**src/rtl/locker_ctrl.sv**
```systemverilog
// locker_ctrl: keypad sequencing controller for the digital locker.
// Assembles 4-digit entries, checks them against the stored password,
// drives unlock, runs the change-password sequence and the failed-attempt
// lockout. Optional macro LOCKER_INACTIVITY_TIMEOUT_EN adds an inactivity
// abort while an entry is being collected.
module locker_ctrl #(
   parameter logic [15:0] DEFAULT_PW     = 16'h0000,
   parameter int          MAX_FAILS      = 3,
   parameter int          OPEN_CYCLES    = 8,
   parameter int          LOCKOUT_CYCLES = 16,
   parameter int          TIMEOUT_CYCLES = 32
) (
   input  logic        clk,
   input  logic        rst,
   input  logic [3:0]  digit,
   input  logic        digit_valid,
   input  logic        set_req,
   input  logic        clear,
   input  logic        relock,
   output logic        unlock,
   output logic        locked_out,
   output logic        err,
   output logic        pw_updated,
   output logic [3:0]  fail_cnt,
   output logic [15:0] stored_pw
);

   localparam logic [2:0] S_IDLE      = 3'd0;
   localparam logic [2:0] S_ENTRY     = 3'd1;
   localparam logic [2:0] S_CHECK     = 3'd2;
   localparam logic [2:0] S_NEW_ENTRY = 3'd3;
   localparam logic [2:0] S_COMMIT    = 3'd4;
   localparam logic [2:0] S_OPEN      = 3'd5;
   localparam logic [2:0] S_LOCKOUT   = 3'd6;

   // One down-counter serves both OPEN and LOCKOUT; size it for the longer.
   localparam int TMAX = (OPEN_CYCLES > LOCKOUT_CYCLES) ? OPEN_CYCLES : LOCKOUT_CYCLES;
   localparam int TW   = $clog2(TMAX + 1);

   logic [2:0]    state;
   logic          set_mode;
   logic [15:0]   entry;
   logic [1:0]    cnt;
   logic [TW-1:0] timer;
   logic          collecting;
   logic          timeout_hit;

   assign unlock     = (state == S_OPEN);
   assign locked_out = (state == S_LOCKOUT);
   assign collecting = (state == S_ENTRY) || (state == S_NEW_ENTRY);

`ifdef LOCKER_INACTIVITY_TIMEOUT_EN
   localparam int OW = $clog2(TIMEOUT_CYCLES + 1);
   logic [OW-1:0] idle_cnt;

   assign timeout_hit = collecting && !digit_valid &&
                        (idle_cnt == OW'(TIMEOUT_CYCLES - 1));

   // Count consecutive cycles without a digit while an entry is open.
   always_ff @(posedge clk) begin
      if (rst)
         idle_cnt <= '0;
      else if (collecting && !digit_valid && !timeout_hit)
         idle_cnt <= idle_cnt + 1'b1;
      else
         idle_cnt <= '0;
   end
`else
   assign timeout_hit = 1'b0;
`endif

   // Main sequencer: state, entry assembly, fail counter and stored password.
   always_ff @(posedge clk) begin
      if (rst) begin
         state      <= S_IDLE;
         set_mode   <= 1'b0;
         entry      <= '0;
         cnt        <= '0;
         timer      <= '0;
         fail_cnt   <= '0;
         err        <= 1'b0;
         pw_updated <= 1'b0;
         stored_pw  <= DEFAULT_PW;
      end else begin
         err        <= 1'b0;
         pw_updated <= 1'b0;
         case (state)
            S_IDLE: begin
               entry <= '0;
               cnt   <= '0;
               if (digit_valid) begin
                  set_mode <= set_req;
                  entry    <= {digit, 12'h000};
                  cnt      <= 2'd1;
                  state    <= S_ENTRY;
               end
            end
            S_ENTRY, S_NEW_ENTRY: begin
               if (clear || timeout_hit) begin
                  // Abort: discard the partial entry, fail count untouched.
                  err   <= 1'b1;
                  entry <= '0;
                  cnt   <= '0;
                  state <= S_IDLE;
               end else if (digit_valid) begin
                  case (cnt)
                     2'd0:    entry[15:12] <= digit;
                     2'd1:    entry[11:8]  <= digit;
                     2'd2:    entry[7:4]   <= digit;
                     default: entry[3:0]   <= digit;
                  endcase
                  if (cnt == 2'd3)
                     state <= (state == S_ENTRY) ? S_CHECK : S_COMMIT;
                  else
                     cnt <= cnt + 2'd1;
               end
            end
            S_CHECK: begin
               if (entry == stored_pw) begin
                  fail_cnt <= '0;
                  if (set_mode) begin
                     entry <= '0;
                     cnt   <= '0;
                     state <= S_NEW_ENTRY;
                  end else begin
                     timer <= TW'(OPEN_CYCLES - 1);
                     state <= S_OPEN;
                  end
               end else begin
                  err      <= 1'b1;
                  fail_cnt <= fail_cnt + 4'd1;
                  entry    <= '0;
                  cnt      <= '0;
                  if ((fail_cnt + 4'd1) == 4'(MAX_FAILS)) begin
                     timer <= TW'(LOCKOUT_CYCLES - 1);
                     state <= S_LOCKOUT;
                  end else begin
                     state <= S_IDLE;
                  end
               end
            end
            S_COMMIT: begin
               stored_pw  <= entry;
               pw_updated <= 1'b1;
               entry      <= '0;
               cnt        <= '0;
               state      <= S_IDLE;
            end
            S_OPEN: begin
               entry <= '0;
               cnt   <= '0;
               if (relock || timer == '0)
                  state <= S_IDLE;
               else
                  timer <= timer - 1'b1;
            end
            S_LOCKOUT: begin
               entry <= '0;
               cnt   <= '0;
               if (timer == '0) begin
                  fail_cnt <= '0;
                  state    <= S_IDLE;
               end else begin
                  timer <= timer - 1'b1;
               end
            end
            default: begin
               entry <= '0;
               cnt   <= '0;
               state <= S_IDLE;
            end
         endcase
      end
   end

endmodule

```
**config.mk**
```make
export PLATFORM = sky130hd
export DESIGN_NAME = locker_ctrl
export DESIGN_NICKNAME = d
export VERILOG_FILES = /design/src/rtl/locker_ctrl.sv
export SDC_FILE = /design/constraint.sdc
export NUM_CORES = 1
export LEC_CHECK = 0
export BUFFER_PORTS_ARGS = -buffer_cell sky130_fd_sc_hd__clkbuf_2
export CORE_MARGIN = 3
export CORE_UTILIZATION = 35
export DETAILED_ROUTE_END_ITERATION = 10
export GPL_ROUTABILITY_DRIVEN = 0
export HOLD_SLACK_MARGIN = 0.08
export PLACE_DENSITY = 0.5
export SYNTH_ARGS = -nofsm -noshare
export SYNTH_HDL_FRONTEND = slang
export SYNTH_SLANG_ARGS = --single-unit
```
**constraint.sdc**
```tcl
create_clock -name clk -period 2.4 [get_ports clk]
set_clock_uncertainty 0.1 [all_clocks]
set_input_delay 0.48 -clock clk [delete_from_list [all_inputs] [get_ports clk]]
set_output_delay 0.48 -clock clk [all_outputs]
set_load 0.005 [all_outputs]
```
# ---- Word-level counts from Yosys, hierarchy flattened
# Cells that the tools add are included.
# Widths: inputs -> output; s select.
dict set report classes {
  bitwise 0
  multipliers 0
  magnitude_cmp 0
  n_eq_ne 26
  n_reduce_logical 17
  addsub 3
  mux 41
  div 0
  shifts 0
}
# cell count
set ops {}
lappend ops {{$mux 16} 5}
lappend ops {{$pmux 16 s3} 1}
lappend ops {{$mux 3} 10}
lappend ops {{$mux 5} 5}
lappend ops {{$mux 4} 6}
lappend ops {{$ne 3x3->1 const B} 7}
lappend ops {{$eq 16x16->1} 1}
lappend ops {{$pmux 3 s5} 1}
lappend ops {{$pmux 5 s3} 1}
lappend ops {{$reduce_and 3->1} 5}
lappend ops {{$mux 2} 5}
lappend ops {{$reduce_and 5->1} 2}
lappend ops {{$eq 3x3->1 const B} 3}
lappend ops {{$ne 3x2->1 const B} 3}
lappend ops {{$pmux 4 s2} 1}
lappend ops {{$eq 3x2->1 const B} 2}
lappend ops {{$ne 2x2->1 const B} 3}
lappend ops {{$pmux 2 s3} 1}
lappend ops {{$logic_not 5->1} 1}
lappend ops {{$sub 5x1->5 const B} 1}
lappend ops {{$add 4x1->4 const B} 1}
lappend ops {{$eq 2x2->1 const B} 2}
lappend ops {{$eq 4x2->1 const B} 1}
lappend ops {{$mux 1} 4}
lappend ops {{13 further kinds} 15}
dict set report word_totals {
  memories 0
  in_bits 10
  regBits 49
  mem_bits_ro 0
  latchBits 0
  word_cells 99
  ram_bits 0
  output_inout_bits 24
}

# ---- Depth between registers and ports, before layout
# Gate-level depths: netlist of run 1.
dict set report logic_depth {
  ltp_word 6
  depth_mapped 7
  depth_no_buf 7
}

# ---- Worst setup path before layout of run 1
# OpenSTA, ideal clock, no wires.
dict set report synth_timing {
  kind {register to register}
  start {register entry[1]}
  end {register timer[4]}
  path_buffers 0
  arrival_ns 1.843
  synth_period_minus_slack_ns 2.010
  slack_ns 0.390
  required_time_ns 2.233
  stages_incl_launch_ff 7
  setup_ns 0.067
  path_cell_list {dfxtp_1 -> xor2_1 -> nor4_1 -> nand4_2 -> mux2_4 -> a311o_1 -> a21oi_2}
}
dict set report synth_via {
  elab_chain_cells 3
  elab_cells_between_ends 6
  classes_between {3 x eq/ne; 2 x mux; 1 x reduce/logical}
}
# element line
set synth_rtl {}
lappend synth_rtl {{from (decl)} 42} ;# logic [15:0] entry;
lappend synth_rtl {{from (signal assigned)} 93} ;# entry <= {digit, 12'h000};
lappend synth_rtl {{from (signal assigned)} 110} ;# default: entry[3:0] <= digit;
lappend synth_rtl {{$eq 16x16->1 *} 119} ;# if (entry == stored_pw) begin
lappend synth_rtl {{$ne 3x3->1 (no source line) or $mux 5 (tied branches)} -}
lappend synth_rtl {{$reduce_and 5->1 (no source line) or $pmux 5 s3 (tied branches)} -}
lappend synth_rtl {{to (signal assigned)} 126} ;# timer <= TW'(OPEN_CYCLES - 1);
lappend synth_rtl {{to (signal assigned)} 135} ;# timer <= TW'(LOCKOUT_CYCLES - 1);
lappend synth_rtl {{to (signal assigned)} 155} ;# timer <= timer - 1'b1;
lappend synth_rtl {{to (decl)} 44} ;# logic [TW-1:0] timer;
# Mark *: on every way between the ends. The rest lies on a longest branch, timed or not.
# A chain may end at the register's enable or synchronous reset.

# ---- Final worst setup path of run 1
dict set report layout_timing {
  start {register entry[15]}
  end {register entry[5]}
}
dict set report layout_via {
  elab_chain_cells 3
  elab_cells_between_ends 5
  classes_between {2 x eq/ne; 2 x mux; 1 x reduce/logical}
}
# element line
set layout_rtl {}
lappend layout_rtl {{from (signal assigned)} 93}
lappend layout_rtl {{from (signal assigned)} 107} ;# 2'd0: entry[15:12] <= digit;
lappend layout_rtl {{$eq 16x16->1 *} 119}
lappend layout_rtl {{$ne 3x3->1 (no source line) or $mux 16 (tied branches)} -}
lappend layout_rtl {{$reduce_and 3->1 (no source line) or $pmux 16 s3 (tied branches)} -}
# Marked as above.

==> results.toml, run 1 <==
[setup_path]
reg2regPathDepth = 7
cp_slowest_cell = "nor4_1"
cp_slowest_stage_delay_ps = 420
worstPathCellList = "xor2_1 -> nor4_1 -> nand4_2 -> buf_4 -> o32a_4 -> o21a_2 -> o32ai_1"
setup.worst_path.end_class = "flip-flop"
start_kind = "flip-flop"
critical_path_required_ps = 2520
crit_fanout = 8
path_class = "flip-flop to flip-flop"
arrival_ps = 2330

[routing]
wl_met3_um = 293
wire_per_inst_um = 14.6
drc = 0
wl_met1_um = 2960
routed.top_layer = "met4"
ant_nets = 0
vias = 2056
wl_met2_um = 2560
drtPass1Iterations = 4
drtIter0Drc = 78
vias_per_cell = 5.11
routed_wl_um = 5880

[synthesis]
synth_seq_cells = 49
syn_nets = 305
synth_cell_types = 45
synth.area.mux_share = 0.0524
synth-async-reset-ratio = 0
ys_warn_count = 0
yosysSeqAreaShare = 0.403
synthAdderAreaFrac = 0.0411
synth_top_flop_cell = "dfxtp_1"
syn-instance-count = 287
syn_area_sq_um = 2430
synth_edf_count = 0
synth_top_family_by_area = "simple AND/OR/NAND/NOR gates"
yosys.area_share.simple = 0.212
synth-compound-area-share = 0.188
avgSynthCellArea_sq_um = 8.48
synthXorXnorAreaFrac = 0.0576

[clock_network]
clock-sinks = 49
clockRootBuffer = "clkbuf_8"
cts.path.max_buffers = 2
worstSkewPairLatency_ps = 310
cts.clk_slew.worst_paths_ps = 90
numCtsBuffers = 5
htreeDepth = 2
cts_tree = "done"
post-cts-setup-buffers = 0
holdBufCountCts = 0
ctsResizeCount = 0

[power]
p_total_uw = 1580
power.density_nw_per_um2 = 559
ir_drop_uv = 284
power.leakage_uw = 0.00117

[floorplanning]
num_rows = 29
chipWidth_um = 89.4
die_area_sq_um = 7990
core-area_sq_um = 6530
ios = 34
die_h_um = 89.4
start_util = 0.373

[sta]
fmax_mhz = 452
fin_setup_tns_ps = 0
drv_slew = 0
max_slew_margin = 0.547
min_period_ps = 2210
whs_ps = 330
rsz0062_at_grt = "no"
final-hold-violation-count = 0
worst_pin_slew_ps = 680
setup_viol = 0
finalCritPeriodShare = 0.922

[finish]
final_util = 0.432
antenna_cells = 0
drive_above_1_share = 0.197
fillers = 704
syn2layout_area_growth_pct = 15.9
final_cell_mix = "51 x nand2_1, 49 x dfxtp_1, 33 x clkbuf_2"
post_layout_nonfiller_instances = 402
nNetsFinal = 342
final_common_cell = "nand2_1"

[worst_hold_path]
min_path_cells = 3
worstHoldPathType = "input pin to flip-flop"

[placement]
port_buffers = 33
hpwl_um = 4250
dp.cells = 394

[global_routing]
antenna_found_initial = 0
grt_overflow_total = 0
grt_max_degree = 20
grt_pass1_wl_um = 9690
grt_pass1_vias = 1845
grt_usage = 0.158

[outcome]
status = "finished, final reports clean"

[flow_run]
maxCapViolCount = 0
[per-layer routing]
layer / up-vias / track usage
li1: 1069 / -
met4: 0 / 0.0514
met2: 40 / 0.231
met1: 942 / 0.234
met5: - / 0
met3: 5 / 0.0286
[kinds of logic after synthesis]
group / after synthesis
multiplexers: 12
flip-flops: 49
AO/OA/AOI/OAI: 63
XOR/XNOR: 16
AND/OR/NAND/NOR: 109
buffers and inverters: 30
adder cells (fa/ha/maj): 8
[stage by stage]
stage          setup WS, ps  area, sq um
2_1_floorplan           390         2430
3_3_place_gp           92.1         2720
3_5_place_dp           69.8         2720
4_1_cts                53.0         2820
5_1_grt               0.105         2820
6_report                186         2820
[layout make-up]
| type | instances | area (sq um) | area share |
|---|---|---|---|
| multi-input combinational | 208 | 1350 | 0.478 |
| clock buffer | 6 | 82.6 | 0.0293 |
| tap | 77 | 96.3 | 0.0341 |
| timing repair buffer | 42 | 233 | 0.0825 |
| clock inverter | 2 | 13.8 | 0.00488 |
| sequential | 49 | 981 | 0.348 |
| inverter | 18 | 67.6 | 0.0239 |
[state kept, by name, indices dropped and copies added, names as in the netlist]
register / count
entry: 16
timer: 5
cnt: 2
pw_updated: 1
fail_cnt: 4
state: 3
stored_pw: 16
err: 1
set_mode: 1
[path summary, 6_finish.rpt]
check | endpoint | startpoint | slack, ps
worst max register to register | entry[5] | entry[15] | 190
worst max-delay path | entry[5] | entry[15] | 190
worst min-delay path | set_mode | set_req | 330
worst min register to register | stored_pw[1] | entry[1] | 380
[synthesized netlist by cell type (all sizes together), types with 5 or more instances]
cell / instances / area, sq um
a211oi: 6 / 45.0
a21oi: 26 / 134
and2: 6 / 37.5
clkbuf: 12 / 45.0
dfxtp: 49 / 981
ha: 8 / 100
inv: 17 / 63.8
mux2i: 9 / 90.1
nand2: 51 / 191
nand3: 5 / 25.0
nor2: 15 / 56.3
nor2b: 7 / 43.8
nor3: 7 / 35.0
nor4: 5 / 31.3
o32ai: 8 / 70.1
xor2: 16 / 140
[critical path: cells and delay by family, from the launching register on]
kind	cells	cell delay, ps
AOI/OAI and AO/OA	3	770
and+or+nand+nor	2	560
DFF	1	340
buffers and inverters	1	200
xor gates and xnor gates	1	170
[power by group]
group	switching [uW]	total, uW	internal [uW]
clock network	284	518	234
logic	114	201	87.1
registers	26.4	857	831
total	424	1580	1150
No activity file was read; power rests on OpenSTA's default activity.
==> run 2: changes to the inputs <==
--- a/config.mk
+++ b/config.mk
@@ -6,8 +6,10 @@
 export NUM_CORES = 1
 export LEC_CHECK = 0
 export BUFFER_PORTS_ARGS = -buffer_cell sky130_fd_sc_hd__clkbuf_2
+export CORE_ASPECT_RATIO = 0.8
 export CORE_MARGIN = 3
 export CORE_UTILIZATION = 35
+export CTS_BUF_LIST = sky130_fd_sc_hd__clkbuf_2 sky130_fd_sc_hd__clkbuf_4 sky130_fd_sc_hd__clkbuf_8
 export DETAILED_ROUTE_END_ITERATION = 10
 export GPL_ROUTABILITY_DRIVEN = 0
 export HOLD_SLACK_MARGIN = 0.08
==> run 2 against run 1 <==
Setup slack got worse by 45 ps. Combinational power increased by 7%. Sequential cell count unchanged. Count of clock-buffer cells in the layout increased by 1. Die area about the same.
==> results.toml, run 2 (synthesis results as in run 1) <==
[placement]
dp.cells = 403
hpwl_um = 4270
port_buffers = 33
pre_cts_slack_ps = 29.0

[routing]
wire_per_inst_um = 14.5
vias = 2100
vias_per_cell = 5.11
ant_nets = 0
drc = 0
routed_wl_um = 5980
drtIter0Drc = 79
drtPass1Iterations = 4

[clock_network]
post-cts-setup-buffers = 0
cts_tree = "done"
clockRootBuffer = "clkbuf_8"
htreeDepth = 2
cts.path.max_buffers = 2
clock-sinks = 49
cts.clk_slew.worst_paths_ps = 90
worstSkewPairLatency_ps = 300
holdBufCountCts = 0
ctsResizeCount = 1
numCtsBuffers = 5

[sta]
min_period_ps = 2260
fmax_mhz = 443
setup_ws_ps = 142
whs_ps = 336
finalCritPeriodShare = 0.941
setup_viol = 0
worst_pin_slew_ps = 690
drv_slew = 0
final-hold-violation-count = 0
max_slew_margin = 0.540

[power]
power.density_nw_per_um2 = 586
ir_drop_uv = 249
power.leakage_uw = 0.00120

[setup_path]
cp-startpoint = "entry[13]"
crit_fanout = 8
arrival_ps = 2360
start_kind = "flip-flop"
timing.rr.start = "entry[13]"
critical_path_required_ps = 2500
setup.worst_path.end_class = "flip-flop"
path_class = "flip-flop to flip-flop"

[global_routing]
grt_overflow_total = 0
grt_pass1_wl_um = 10100
grt_pass1_vias = 1992
grt_usage = 0.159
grt_max_degree = 26
antenna_found_initial = 0

[floorplanning]
ios = 34
chipWidth_um = 99.3
die_area_sq_um = 8000
core-area_sq_um = 6570
num_rows = 26
start_util = 0.371
die_h_um = 80.6

[flow_run]
maxCapViolCount = 0

[finish]
fillers = 681
syn2layout_area_growth_pct = 19.2
final-seq-area_sq_um = 981
post_layout_nonfiller_instances = 411
final_common_cell = "nand2_1"
nNetsFinal = 344
drive_above_1_share = 0.208
top_regs = "entry x16, stored_pw x16, timer x5"
multi_input_area_sq_um = 1370
antenna_cells = 0
final_cell_mix = "51 x nand2_1, 49 x dfxtp_1, 33 x clkbuf_2"

[outcome]
status = "finished, final reports clean"

[worst_hold_path]
hp-start = "digit[0]"
worstHoldPathType = "input pin to flip-flop"
-- run 2: changes by cell type in the layout (fill, tap and decap cells not counted) --
cell,before,now
buf_12,0,1
clkbuf_4,0,1
nor4_2,1,2
nor4_1,4,2
clkinv_2,1,0
nor4_4,0,1
clkinv_4,1,0
bufinv_16,0,1
buf_4,9,10
-- run 2: layer usage --
metal | track usage | part of all wire | vias to the layer above
met2 | 0.239 | 0.44 | 18
met1 | 0.236 | 0.54 | 1006
li1 | - | - | 1074
met3 | 0.0304 | 0.024 | 2
met5 | 0 | 0 | -
met4 | 0.0286 | 0.0017 | 0
-- run 2: critical path, cell delays in order (launching register included) --
cell     delay [ps]
dfxtp_1         340
xor2_1          180
nor4_2          300
buf_4           150
nand4_2          90
buf_4           190
o32a_4          400
o21a_2          160
o32ai_1         250
-- run 2: final timing paths --
check | to | slack [ps] | cells after the start
max reg2reg | entry[5] | 140 | 8
min reg2reg | stored_pw[8] | 380 | 2
min | entry[12] | 340 | 3
max | entry[5] | 140 | 8
-- run 2: report_power, final --
group	internal (uW)	switching, uW	leakage, uW
Sequential	831	26.9	0.000396
Combinational	96.3	118	0.000742
Clock	352	277	0.0000619
-- run 2: metrics by stage --
stage	power [uW]	setup TNS (ps)	area, sq um	util
floorplan	1010	0	2430	-
global placement	1080	0	2760	0.419
detailed placement	1080	0	2760	0.419
CTS	1710	0	2880	0.439
global route	1780	-5.02	2900	0.442
finish	1700	0	2900	0.442
-- run 2: area by class of cell --
cell class / count / share of cell area
tap: 84 / 0.0362
clock inverter: 1 / 0.0103
sequential: 49 / 0.338
inverter: 18 / 0.0233
timing repair buffer: 44 / 0.0897
clock buffer: 7 / 0.0310
multi-input combinational: 208 / 0.472
